<file path="config.mk">
export PLATFORM = sky130hd
export DESIGN_NAME = mux_nx1_reg
export DESIGN_NICKNAME = d
export VERILOG_FILES = /design/src/rtl/mux_nx1_reg.sv
export SDC_FILE = /design/constraint.sdc
export NUM_CORES = 1
export LEC_CHECK = 0
export ABC_AREA = 1
export BUFFER_PORTS_ARGS = -buffer_cell sky130_fd_sc_hd__clkbuf_2
export CELL_PAD_IN_SITES_DETAIL_PLACEMENT = 0
export CELL_PAD_IN_SITES_GLOBAL_PLACEMENT = 1
export CORE_MARGIN = 2
export CORE_UTILIZATION = 31
export DETAILED_ROUTE_END_ITERATION = 10
export PLACE_DENSITY_LB_ADDON = 0.1
export SLEW_MARGIN = 0
export SYNTH_ARGS = -nofsm -noshare
export SYNTH_HDL_FRONTEND = slang
export SYNTH_SLANG_ARGS = --single-unit
</file>
<file path="constraint.sdc">
create_clock -name clk -period 4.3 [get_ports clk]
set_input_delay 0.645 -clock clk [delete_from_list [all_inputs] [get_ports clk]]
set_output_delay 0.645 -clock clk [all_outputs]
set_load 0.03 [all_outputs]
</file>
<file path="src/rtl/mux_nx1_reg.sv">
// mux_nx1_reg: registered N-to-1 mux with valid/ready channels, fixed-select or round-robin grant
module mux_nx1_reg #(
    parameter int WIDTH = 32,
    parameter int N     = 3,
    parameter int SEL_W = 2
) (
    input  logic               clk,
    input  logic               reset_n,
    input  logic               mode,
    input  logic [SEL_W-1:0]   sel,
    input  logic [N*WIDTH-1:0] in_data,
    input  logic [N-1:0]       in_valid,
    output logic [N-1:0]       in_ready,
    output logic [WIDTH-1:0]   out_data,
    output logic               out_valid,
    input  logic               out_ready,
    output logic [SEL_W-1:0]   out_sel,
    output logic               sel_err,
    input  logic               clr_err
);
    logic [SEL_W-1:0] last;
    logic [SEL_W-1:0] g;
    logic [SEL_W-1:0] hi_g;
    logic [SEL_W-1:0] lo_g;
    logic             hi_ok;
    logic             lo_ok;
    logic             grant_ok;
    logic             sel_ok;
    logic             load_en;
    logic             xfer;
    logic [WIDTH-1:0] sel_data;
    assign sel_ok  = {1'b0, sel} < (SEL_W+1)'(N);
    assign load_en = !out_valid || out_ready;
    assign xfer    = |(in_ready & in_valid);
    // Rotating priority: lowest valid channel above last wins, otherwise lowest at or below it
    always_comb begin
        hi_ok = 1'b0;
        lo_ok = 1'b0;
        hi_g  = '0;
        lo_g  = '0;
        for (int k = N-1; k >= 0; k--) begin
            if (in_valid[k] && SEL_W'(k) > last) begin
                hi_ok = 1'b1;
                hi_g  = SEL_W'(k);
            end
            if (in_valid[k] && SEL_W'(k) <= last) begin
                lo_ok = 1'b1;
                lo_g  = SEL_W'(k);
            end
        end
        grant_ok = mode ? (hi_ok || lo_ok) : sel_ok;
        g        = mode ? (hi_ok ? hi_g : lo_g) : sel;
    end
    // One-hot ready for the granted channel and a data mux that never yields X
    always_comb begin
        in_ready = '0;
        sel_data = '0;
        for (int k = 0; k < N; k++) begin
            in_ready[k] = reset_n && grant_ok && load_en && (g == SEL_W'(k));
            sel_data    = (g == SEL_W'(k)) ? in_data[k*WIDTH +: WIDTH] : sel_data;
        end
    end
    // Output register, round-robin pointer and sticky select-error flag
    always_ff @(posedge clk or negedge reset_n) begin
        if (!reset_n) begin
            out_valid <= 1'b0;
            out_data  <= '0;
            out_sel   <= '0;
            sel_err   <= 1'b0;
            last      <= SEL_W'(N-1);
        end else begin
            if (xfer) begin
                out_data  <= sel_data;
                out_sel   <= g;
                out_valid <= 1'b1;
            end else if (out_ready) begin
                out_valid <= 1'b0;
            end
            if (xfer && mode)
                last <= g;
            if (!mode && !sel_ok)
                sel_err <= 1'b1;
            else if (clr_err)
                sel_err <= 1'b0;
        end
    end
endmodule
</file>
; ---- Yosys cells after proc, flatten, opt, wreduce, memory -nomap -nowiden
; Cells that the tools add are included.
[word_totals]
regBits = 38
inputBits = 106
elab_cells = 59
[classes]
order_cmp = 7
eq_ne = 2
mux = 22
n_bitwise = 1
reduce_logical = 22
[op_table]
columns = op, n
row1 = $mux W32, 3
row2 = $mux W2, 8
row3 = $logic_and A1 B1 Y1, 13
row4 = $mux W1, 11
row5 = $gt A1 B2 Y1 const A, 2
row6 = $le A1 B2 Y1 const A, 2
row7 = $reduce_bool A2 Y1, 2
row8 = $and A3 B3 Y3, 1
row9 = $logic_not A1 Y1, 3
row10 = $reduce_or A3 Y1, 1
row11 = $eq A2 B1 Y1 const B, 1
row12 = $eq A2 B2 Y1 const B, 1
row13 = $gt A2 B2 Y1 const A, 1
row14 = $le A2 B2 Y1 const A, 1
row15 = $logic_not A2 Y1, 1
row16 = $logic_or A1 B1 Y1, 2
row17 = $lt A2 B2 Y1 const B, 1

; ---- Longest topological paths before layout
[depth]
word_depth = 13
depth_mapped = 13

; ---- Least setup slack after synthesis
; No wires, ideal clock.
[synth_path]
path_kind = input-to-output
from = input port mode
to = output port in_ready[0]
t_arrival_ns = 2.117
setup_slack_ns = 1.538
path_stages = 6
cell_sequence = or2_1 -> nand2_2 -> buf_6 -> clkbuf_1 -> inv_1 -> nor3_1
[synth_via]
elab_chain_cells = 4
word_cells_on_any_way = 6
[synth_rtl]
columns = item, line
row1 = from (decl), 9  ; input logic mode,
row2 = $mux W1, 51  ; grant_ok = mode ? (hi_ok || lo_ok) : sel_ok;
row3 = $logic_and A1 B1 Y1 (2 in series), 59  ; in_ready[k] = reset_n && grant_ok && load_en && (g == SEL_W'(k));
row4 = $logic_and A1 B1 Y1 (*), 59
row5 = to (decl), 13  ; output logic [N-1:0] in_ready,
; Mark *: on every way between the ends. The rest lies on a longest branch, timed or not.

; ---- Worst setup path in the final report
[layout_path]
from = register last[1]
to = output port in_ready[0]
[layout_via]
elab_chain_cells = 10
word_cells_on_any_way = 32
[layout_rtl]
columns = item, line
row1 = from (decl), 21  ; logic [SEL_W-1:0] last;
row2 = from (signal assigned), 70  ; last <= SEL_W'(N-1);
row3 = from (signal assigned), 80  ; last <= g;
row4 = $gt A2 B2 Y1 / $le A2 B2 Y1 (equally long branches), "42, 46"
row5 = $logic_and A1 B1 Y1 (on tied branches), "42, 46"
row6 = $mux W1 (on tied branches) (3 in series), "42, 46"
row7 = $logic_or A1 B1 Y1, 51
row8 = $mux W1, 51
row9 = $logic_and A1 B1 Y1 (2 in series), 59
row10 = $logic_and A1 B1 Y1 (*), 59
; Marked as above.

==> impl_metrics.ini <==
[pwr]
vdd_drop_max_uv = 173
leakagePower_nw = 1.86
p_per_area_mw_per_mm2 = 566

[critical_path]
cp_max_fo = 38
cp.required_ps = 3650
r2r_start = last[1]
r2r_cells = 11
cp_slowest_stage_delay_ps = 570
r2r_slack_ps = 1600
cp_cell_sequence = nor2_1 -> nand2_1 -> nand3_2 -> nand2_2 -> inv_1 -> nor3_1 -> clkbuf_2
startpoint_type = flop
arrival_ps = 2160
path_depth = 7
r2r_end = last[0]
worstSetupPathType = reg -> out
crit_start = last[1]
crit_end = in_ready[0]
crit_family = simple AND/OR/NAND/NOR gates
critPathBufInv = 2
crit_slowest_cell = nand2_2
worstSetupEndpointType = output port

[global_route]
gr-usage-met1_pct = 22.0
grt_max_degree = 39
grt_pass1_wl_um = 12200
grt_overflow = 0
busiest_layer = met2
antenna_found_initial = 0
grtUsageMet2_pct = 31.4
grtUsageTotal_pct = 18.0
grtUsageMet3_pct = 4.56
grt_pass1_vias = 2651

[floorplan]
initial_utilization_pct = 32.2
top_level_ports = 145
rows = 31
die_w_um = 91.1
die_h_um = 91.1
design.core.area_sq_mm = 0.00729
die_area_sq_mm = 0.00829

[finish]
final_util_pct = 43.4
nNetsFinal = 577
drive_gt1_share_pct = 36.1
antenna_cells = 0
area_growth_pct = 34.6

[sta]
finClkSkew_ps = 5.14
worstMarginPinSlew_ps = 761
setup_tns_ps = 0
clock.fmax_mhz = 356
rsz0062_at_grt = false
hold_viol_final = 0
setup_viol = 0
fin_crit_ps = 2810
setup_ws_ps = 1490
min_period_over_period_pct = 65.3
slew_headroom_pct = 49.1
finalMaxSlewViolations = 0

[place]
port-buffer-count = 144
gp_congestion = 0.734
place_hpwl_um = 5160
preCtsSetupSlack_ps = 1210

[synth]
synthTopCellsByArea = dfrtp_1 (39%), nand2_1 (23%), nand3_1 (22%)
synth_top_area_cell = dfrtp_1
yosysWarnings = 0
synth_area_sq_mm = 0.00235
yosysUniqueCellTypes = 21
syn-num-nets = 445
syn_inst = 339
ys_ff_latch = 38
seq_area_frac_synth_pct = 40.5
syn_avg_cell_area_sq_um = 6.93
netlist.area_leader.share_pct = 39.4

[clocking]
cts_resized = 0
cts_tree = done
insertion_delay_ps = 290
postCtsSetupBuffers = 0
clockBufferDepth = 2
cts_sinks = 38
root_buffer = clkbuf_8
numCtsBuffers = 5
cts_hold_buf = 0
htreeDepth = 2
path_clk_slew_ps = 70

[worst_hold_path]
hold_class = in -> async

[job]
cap_violations = 0

[detailed_routing]
vias = 2675
drtIter0Drc = 59
ant_nets = 0
avgRoutedWirePerCell_um = 12.8
drc = 0
drt_wl_total_um = 7300
viasPerCell = 4.69
drt-pass1-iter-count = 4

[run_status]
status = complete, no violations
-- flip-flops by register name, indices dropped and copies added, names as in the netlist --
register	flops
last	2
out_sel	2
out_data	32
sel_err	1
out_valid	1
-- synth_stat cells, drive strengths merged --
cell / n
clkbuf: 5
buf: 17
o21ai: 1
or2: 1
dfstp: 1
a21oi: 2
nand2: 146
nand3: 106
inv: 11
nor3: 3
dfrtp: 37
nand4: 2
nor2: 7
-- how the worst min path moves through the flow --
stage / start / end / slack (ps) / cells past startpoint
global route: last[0] / last[0] / 500 / 2
floorplan: reset_n / last[0] / 350 / 0
detailed placement: last[0] / last[0] / 460 / 2
finish: reset_n / out_data[11] / 470 / 2
CTS: reset_n / out_data[27] / 480 / 2
global placement: last[0] / last[0] / 460 / 2
-- cells by family (layout without fill, tap and decap cells) --
group	Yosys count	after routing	share of synthesized area, %
AO/OA/AOI/OAI	3	3	0.958
buffers and inverters	33	165	7.40
flip-flops	38	38	40.5
AND/OR/NAND/NOR	265	265	51.1
-- area by class of cell --
type | instances | area [sq um]
fill | 834 | 4130
multi-input combinational | 268 | 1220
sequential | 38 | 952
timing repair buffer | 147 | 743
tap | 99 | 124
clock buffer | 5 | 68.8
inverter | 11 | 41.3
clock inverter | 2 | 10.0
-- per-stage QoR --
| step | total power, mW | instance area (sq um) | hold slack, ps | cells |
|---|---|---|---|---|
| floorplan | 1.27 | 2350 | 349 | 339 |
| global placement | 1.57 | 3080 | 457 | 563 |
| detailed placement | 1.58 | 3080 | 463 | 563 |
| CTS | 1.82 | 3160 | 482 | 570 |
| global route | 1.94 | 3160 | 503 | 570 |
| finish | 1.79 | 3160 | 469 | 570 |
-- layer usage --
layer	vias to the layer above	share of wire, %
met2	90	47
met5	-	0
li1	1372	-
met3	5	6.6
met4	0	1.1
met1	1208	45
-- power by group --
group | internal, mW | switching [mW]
clock network | 0.109 | 0.124
logic | 0.278 | 0.675
registers | 0.520 | 0.0857
-- cell usage in the layout, fill, tap and decap left out, types with 3 or more instances in the layout --
master / instances
dfrtp_1: 37
nor3_1: 3
clkbuf_2: 144
buf_4: 3
clkbuf_8: 5
nand2_1: 144
inv_2: 4
nor2_1: 5
nand3_1: 103
inv_1: 7
(Power assumes the default switching activity.)
